## config.mk

```make
export PLATFORM = sky130hd
export DESIGN_NAME = pie_encoder
export DESIGN_NICKNAME = d
export VERILOG_FILES = /design/src/rtl/pie_pkg.sv /design/src/rtl/pie_symbol_timer.sv /design/src/rtl/pie_encoder.sv
export SDC_FILE = /design/constraint.sdc
export NUM_CORES = 1
export LEC_CHECK = 0
export ABC_CLOCK_PERIOD_IN_PS = 3700
export CAP_MARGIN = 20
export CELL_PAD_IN_SITES_DETAIL_PLACEMENT = 0
export CELL_PAD_IN_SITES_GLOBAL_PLACEMENT = 1
export CORE_MARGIN = 10
export CORE_UTILIZATION = 35
export DETAILED_ROUTE_END_ITERATION = 10
export HOLD_SLACK_MARGIN = 0.12
export PLACE_DENSITY_LB_ADDON = 0.1
export SYNTH_ARGS = -nofsm -noshare
export SYNTH_HDL_FRONTEND = slang
export SYNTH_SLANG_ARGS = --single-unit
```

## constraint.sdc

```tcl
create_clock -name clk -period 3.7 [get_ports clk]
set_input_delay 0.37 -clock clk [delete_from_list [all_inputs] [get_ports clk]]
set_output_delay 0.37 -clock clk [all_outputs]
set_load 0.05 [all_outputs]
```

## src/rtl/pie_pkg.sv

```systemverilog
// pie_pkg: shared state enum, default PIE timing and counter sizing.
// Used by pie_encoder and pie_symbol_timer.
package pie_pkg;

  typedef enum logic [2:0] {
    S_CW,
    S_DELIM,
    S_SYNC_D0,
    S_RTCAL,
    S_TRCAL,
    S_DATA
  } state_t;

  localparam int TARI_CYC   = 25;
  localparam int PW_CYC     = 12;
  localparam int DELIM_CYC  = 25;
  localparam int RTCAL_CYC  = 75;
  localparam int TRCAL_CYC  = 150;
  localparam int CW_MIN_CYC = 500;

  function automatic int cnt_w(input int n);
    return $clog2(n + 1);
  endfunction

endpackage

```

## src/rtl/pie_symbol_timer.sv

```systemverilog
// pie_symbol_timer: down-counter shaping one segment (high, then pw low).
// When idle (count 0) the level rests high, which is the CW envelope.
import pie_pkg::*;

module pie_symbol_timer #(
  parameter int W = 8
) (
  input  logic         clk,
  input  logic         rst,
  input  logic         load,
  input  logic [W-1:0] length,
  input  logic [W-1:0] pw,
  output logic         level,
  output logic         last,
  output logic         pre_last
);

  logic [W-1:0] cnt;
  logic [W-1:0] pw_q;
  logic [W-1:0] cnt_n;
  logic [W-1:0] pw_n;

  // next count: reload on load, else count down to zero
  always_comb begin
    cnt_n = cnt;
    pw_n  = pw_q;
    if (load) begin
      cnt_n = length;
      pw_n  = pw;
    end else if (cnt != '0) begin
      cnt_n = cnt - W'(1);
    end
  end

  // level/last are registered views of the cycle being presented
  always_ff @(posedge clk) begin
    if (rst) begin
      cnt      <= '0;
      pw_q     <= '0;
      level    <= 1'b1;
      last     <= 1'b0;
      pre_last <= 1'b0;
    end else begin
      cnt      <= cnt_n;
      pw_q     <= pw_n;
      level    <= (cnt_n == '0) || (cnt_n > pw_n);
      last     <= (cnt_n == W'(1));
      pre_last <= (cnt_n == W'(2));
    end
  end

endmodule

```

## src/rtl/pie_encoder.sv

```systemverilog
// pie_encoder: Gen2 PIE envelope generator fed by the reader control FSM.
// Optional CW hold-off before a new frame: define PIE_CW_GUARD_EN.
import pie_pkg::*;

module pie_encoder (
  input  logic clk,
  input  logic rst,
  input  logic in_dat,
  input  logic sending,
  input  logic preamble,
  output logic in_rdy,
  output logic tx_env,
  output logic busy
);

  localparam int W = cnt_w(TRCAL_CYC);

  localparam logic [W-1:0] L_TARI  = W'(TARI_CYC);
  localparam logic [W-1:0] L_TARI2 = W'(2 * TARI_CYC);
  localparam logic [W-1:0] L_D0_R  = W'(TARI_CYC - 1);
  localparam logic [W-1:0] L_D1_R  = W'(2 * TARI_CYC - 1);
  localparam logic [W-1:0] L_PW    = W'(PW_CYC);
  localparam logic [W-1:0] L_DELIM = W'(DELIM_CYC);
  localparam logic [W-1:0] L_RTCAL = W'(RTCAL_CYC);
  localparam logic [W-1:0] L_TRCAL = W'(TRCAL_CYC);

  state_t       state, state_n;
  logic         pre_q, pre_n;
  logic         first_q, first_n;
  logic         abort_q, abort_n;
  logic         rdy_n;
  logic         load;
  logic [W-1:0] len;
  logic [W-1:0] pwv;
  logic         level;
  logic         last;
  logic         pre_last;
  logic         cw_ok;

`ifdef PIE_CW_GUARD_EN
  localparam int GW = cnt_w(CW_MIN_CYC);
  logic [GW-1:0] cw_cnt;

  assign cw_ok = (cw_cnt >= GW'(CW_MIN_CYC - 1));

  // cycles spent in CW, restarted on every frame, saturating
  always_ff @(posedge clk) begin
    if (rst) begin
      cw_cnt <= '0;
    end else if (state != S_CW) begin
      cw_cnt <= '0;
    end else if (!cw_ok) begin
      cw_cnt <= cw_cnt + GW'(1);
    end
  end
`else
  assign cw_ok = 1'b1;
`endif

  pie_symbol_timer #(.W(W)) u_timer (
    .clk      (clk),
    .rst      (rst),
    .load     (load),
    .length   (len),
    .pw       (pwv),
    .level    (level),
    .last     (last),
    .pre_last (pre_last)
  );

  assign tx_env = level;

  // next state, segment loads and handshake
  always_comb begin
    state_n = state;
    pre_n   = pre_q;
    first_n = 1'b0;
    abort_n = abort_q;
    rdy_n   = 1'b0;
    load    = 1'b0;
    len     = L_TARI;
    pwv     = L_PW;
    unique case (state)
      S_CW: begin
        if (sending && cw_ok) begin
          pre_n   = preamble;
          abort_n = 1'b0;
          load    = 1'b1;
          len     = L_DELIM;
          pwv     = L_DELIM;
          state_n = S_DELIM;
        end
      end
      S_DELIM: begin
        if (last) begin
          if (sending) begin
            load    = 1'b1;
            len     = L_TARI;
            state_n = S_SYNC_D0;
          end else begin
            state_n = S_CW;
          end
        end
      end
      S_SYNC_D0: begin
        if (last) begin
          if (sending) begin
            load    = 1'b1;
            len     = L_RTCAL;
            state_n = S_RTCAL;
          end else begin
            state_n = S_CW;
          end
        end
      end
      S_RTCAL: begin
        if (last) begin
          if (!sending) begin
            state_n = S_CW;
          end else if (pre_q) begin
            load    = 1'b1;
            len     = L_TRCAL;
            state_n = S_TRCAL;
          end else begin
            load    = 1'b1;
            len     = L_TARI2;
            first_n = 1'b1;
            state_n = S_DATA;
          end
        end
      end
      S_TRCAL: begin
        if (last) begin
          if (sending) begin
            load    = 1'b1;
            len     = L_TARI2;
            first_n = 1'b1;
            state_n = S_DATA;
          end else begin
            state_n = S_CW;
          end
        end
      end
      S_DATA: begin
        abort_n = abort_q | ~sending;
        rdy_n   = pre_last && !first_q
                  && sending && !abort_q;
        if (first_q) begin
          load = 1'b1;
          len  = in_dat ? L_D1_R : L_D0_R;
        end else if (last) begin
          if (sending && !abort_q) begin
            load    = 1'b1;
            len     = L_TARI2;
            first_n = 1'b1;
            abort_n = 1'b0;
          end else begin
            state_n = S_CW;
          end
        end
      end
      default: state_n = S_CW;
    endcase
  end

  // FSM state and registered handshake outputs
  always_ff @(posedge clk) begin
    if (rst) begin
      state   <= S_CW;
      pre_q   <= 1'b0;
      first_q <= 1'b0;
      abort_q <= 1'b0;
      in_rdy  <= 1'b0;
      busy    <= 1'b0;
    end else begin
      state   <= state_n;
      pre_q   <= pre_n;
      first_q <= first_n;
      abort_q <= abort_n;
      in_rdy  <= rdy_n;
      busy    <= (state_n != S_CW);
    end
  end

endmodule

```

==> run summary <==
Total Power -> 1.42 mW
slowest stage cell, crit path -> dfxtp_1
CP Launch Type -> flop
core box area -> 0.00479 mm²
Layout Skew -> 1.32 ps
Worst-Margin Slew -> 518 ps
Async SR Flop Fraction -> 0
via count -> 1502
Routed Antenna Nets -> 0
final hold viol count -> 0
Top FF cell, synth -> dfxtp_1
cts hold-fix bufs -> 0
crit-path cells -> inv_1, ha_1, nor4b_4, nand2_1, mux2i_1, mux2_4, ha_1, nor2b_1, o21ai_0, nand2b_1, a21oi_1, o21ai_0, a221o_1
Area Growth Syn to Fin -> 9.62%
Layout Utilization -> 0.402
Die X -> 90.8 µm
capturing point of the worst reg2reg path -> u_timer.level$_SDFF_PP1_
WL/cell -> 15.0 µm
number of cells on the critical path -> 13
Slew Limit Headroom -> 0.651
cell row count -> 25
Peak Freq -> 322 MHz
Antenna diodes -> 0
H-tree depth -> 1
final worst slack -> 596 ps
share of layout cells above drive strength 1 -> 0.0829
Synthesized Nets -> 228
Netlist Area Pre-Place -> 0.00176 mm²
TritonCTS buffer count -> 3
I/O Buffers -> 7
initial antenna violation count -> 0
worst endpoint required time -> 3860 ps
commonest non-fill, non-tap cell in the layout -> dfxtp_1
Worst path max stage delay -> 370 ps
clock slew at reported path FFs -> 90 ps
post_cts resized -> 0
VDD IR max -> 0.000248 V
CTS Buffer Depth -> 2
nets -> 235
synth warn -> 0
GR Layer Usage met3 -> 0.0166
largest net degree at the start of global routing -> 23
GRT met2 Usage -> 0.162
met1 usage -> 0.139
Cell variety after synth -> 54
GRT Max-Usage Layer -> met2
most frequent cells in the layout -> 27 x dfxtp_1, 22 x nor2_1, 14 x nor2b_1, 14 x nand2_1, 12 x ha_1
Worst Hold Depth -> 2
Post-Syn Instances -> 211
CP Class -> reg -> reg
Hold Startpoint -> u_timer.pre_last$_SDFF_PP0_
Top delay family on crit path -> simple AND/OR/NAND/NOR gates
drt via density -> 5.29
clock latency on the worst-skew pair -> 270 ps
RD Place Congestion -> 0.834
max-slew violations -> 0
DR iter-0 viols -> 117
Post-Syn Area per Cell -> 8.32 µm²
drc violations -> 0
Final setup viols -> 0
R2R setup slack -> 600 ps
Setup TNS Final -> 0 ps
Lkg Pwr -> 0.754 nW
First-pass DRT Iterations -> 4
HP Class -> reg -> reg
Worst Reg-to-Reg Cells -> 13
clk root buf -> clkbuf_8
final worst-path cycle share -> 0.839
synthesized flop and latch total -> 27
post-layout minimum cycle time -> 3100 ps
Initial Utilization -> 0.367
power density over the cells -> 736 mW/mm²
GRT Util Overall -> 0.103
Crit Reg-Reg Startpoint -> u_timer.cnt[0]$_SDFF_PP0_
number of global-route vias before repair -> 1467
first-pass GRT wire length -> 7130 µm
Worst Setup End Kind -> flop
pre-CTS setup slack -> 559 ps
Hold EP -> in_rdy$_SDFF_PP0_
Maximum Capacitance Violations -> 0
CTS tree -> done
FILL cells -> 518
RSZ-0062 raised after global routing -> false
worst path bufs/invs -> 1
grt ovf -> 0
# clock sinks -> 27
CP max FO -> 7
die height -> 90.8 µm
IO Pins -> 8
Post-Route WL -> 4270 µm
run status -> finished, final reports clean
number of synthesized flops with an enable pin -> 0
Seq/Total Area, Yosys -> 0.308
# Post-CTS Setup Buffers -> 0
Critical Path AT -> 3270 ps
hpwl dp -> 3350 µm
die area -> 0.00825 mm²
-- final cells by class --
type,instances,area [µm²],area share
multi-input combinational,168,1130,0.586
inverter,7,26.3,0.0137
tap,67,83.8,0.0436
sequential,27,541,0.281
clock inverter,1,5.00,0.00260
timing repair buffer,11,100,0.0520
clock buffer,3,41.3,0.0215
-- cells in the mapped netlist, drive strengths merged, types with 5 or more instances --
| cell type | count | area share |
|---|---|---|
| a21oi | 9 | 0.026 |
| buf | 7 | 0.031 |
| dfxtp | 27 | 0.31 |
| ha | 12 | 0.086 |
| inv | 7 | 0.015 |
| nand2 | 14 | 0.030 |
| nand2b | 5 | 0.018 |
| nand3 | 7 | 0.020 |
| nor2 | 22 | 0.047 |
| nor2b | 16 | 0.066 |
| nor3 | 8 | 0.026 |
| o21ai | 13 | 0.037 |
-- state kept, by name (all words and copies together) (netlist names) --
name and flops:
u_timer.pw_q 8, pre_q 1, abort_q 1, u_timer.cnt 8, u_timer.pre_last 1, u_timer.level 1
in_rdy 1, state 3, u_timer.last 1, first_q 1, busy 1
-- kinds of logic (layout without fill, tap and decap cells) --
kind of cell    after synthesis  count (layout)  synth area share
mux                           4               4            0.0257
fa+ha+maj                    12              12            0.0855
compound gates               53              53             0.201
simple gates                 95              95             0.310
xor+xnor                      4               4            0.0200
flops                        27              27             0.308
buf+inv                      16              22            0.0499
-- layer usage --
metal | vias up | routed length (µm)
met2 | 21 | 1920
met5 | - | 0
met1 | 702 | 2180
li1 | 775 | -
met4 | 0 | 42
met3 | 4 | 123
-- worst max path at each step --
stage / start / end
finish: u_timer.cnt[0]$_SDFF_PP0_ / u_timer.level$_SDFF_PP1_
global route: u_timer.cnt[0]$_SDFF_PP0_ / u_timer.level$_SDFF_PP1_
CTS: u_timer.cnt[0]$_SDFF_PP0_ / u_timer.level$_SDFF_PP1_
detailed placement: sending / u_timer.level$_SDFF_PP1_
global placement: sending / u_timer.level$_SDFF_PP1_
floorplan: u_timer.cnt[0]$_SDFF_PP0_ / u_timer.level$_SDFF_PP1_
-- worst reg2reg max path, stage by stage (launching register included) --
cell      delay [ps]
dfxtp_1          370
inv_1            160
ha_1             170
nor4b_4          340
nand2_1          300
mux2i_1          220
mux2_4           300
ha_1             290
nor2b_1          130
o21ai_0          130
nand2b_1          70
a21oi_1          130
o21ai_0           80
a221o_1          320
-- per-stage QoR --
stage               instance area [µm²]  hold WS [ps]  cells
floorplan                          1760           408    211
global placement                   1880           426    280
detailed placement                 1880           423    280
CTS                                1920           440    284
global route                       1920           461    284
finish                             1920           444    284
-- where the power goes --
part	switching [mW]	leakage, nW	internal, mW	total (mW)
Combinational	0.449	0.507	0.377	0.826
Clock	0.0917	0.0255	0.0754	0.167
Sequential	0.0774	0.221	0.345	0.422
Total	0.619	0.754	0.797	1.42
Power figures use the tool's default switching activity.
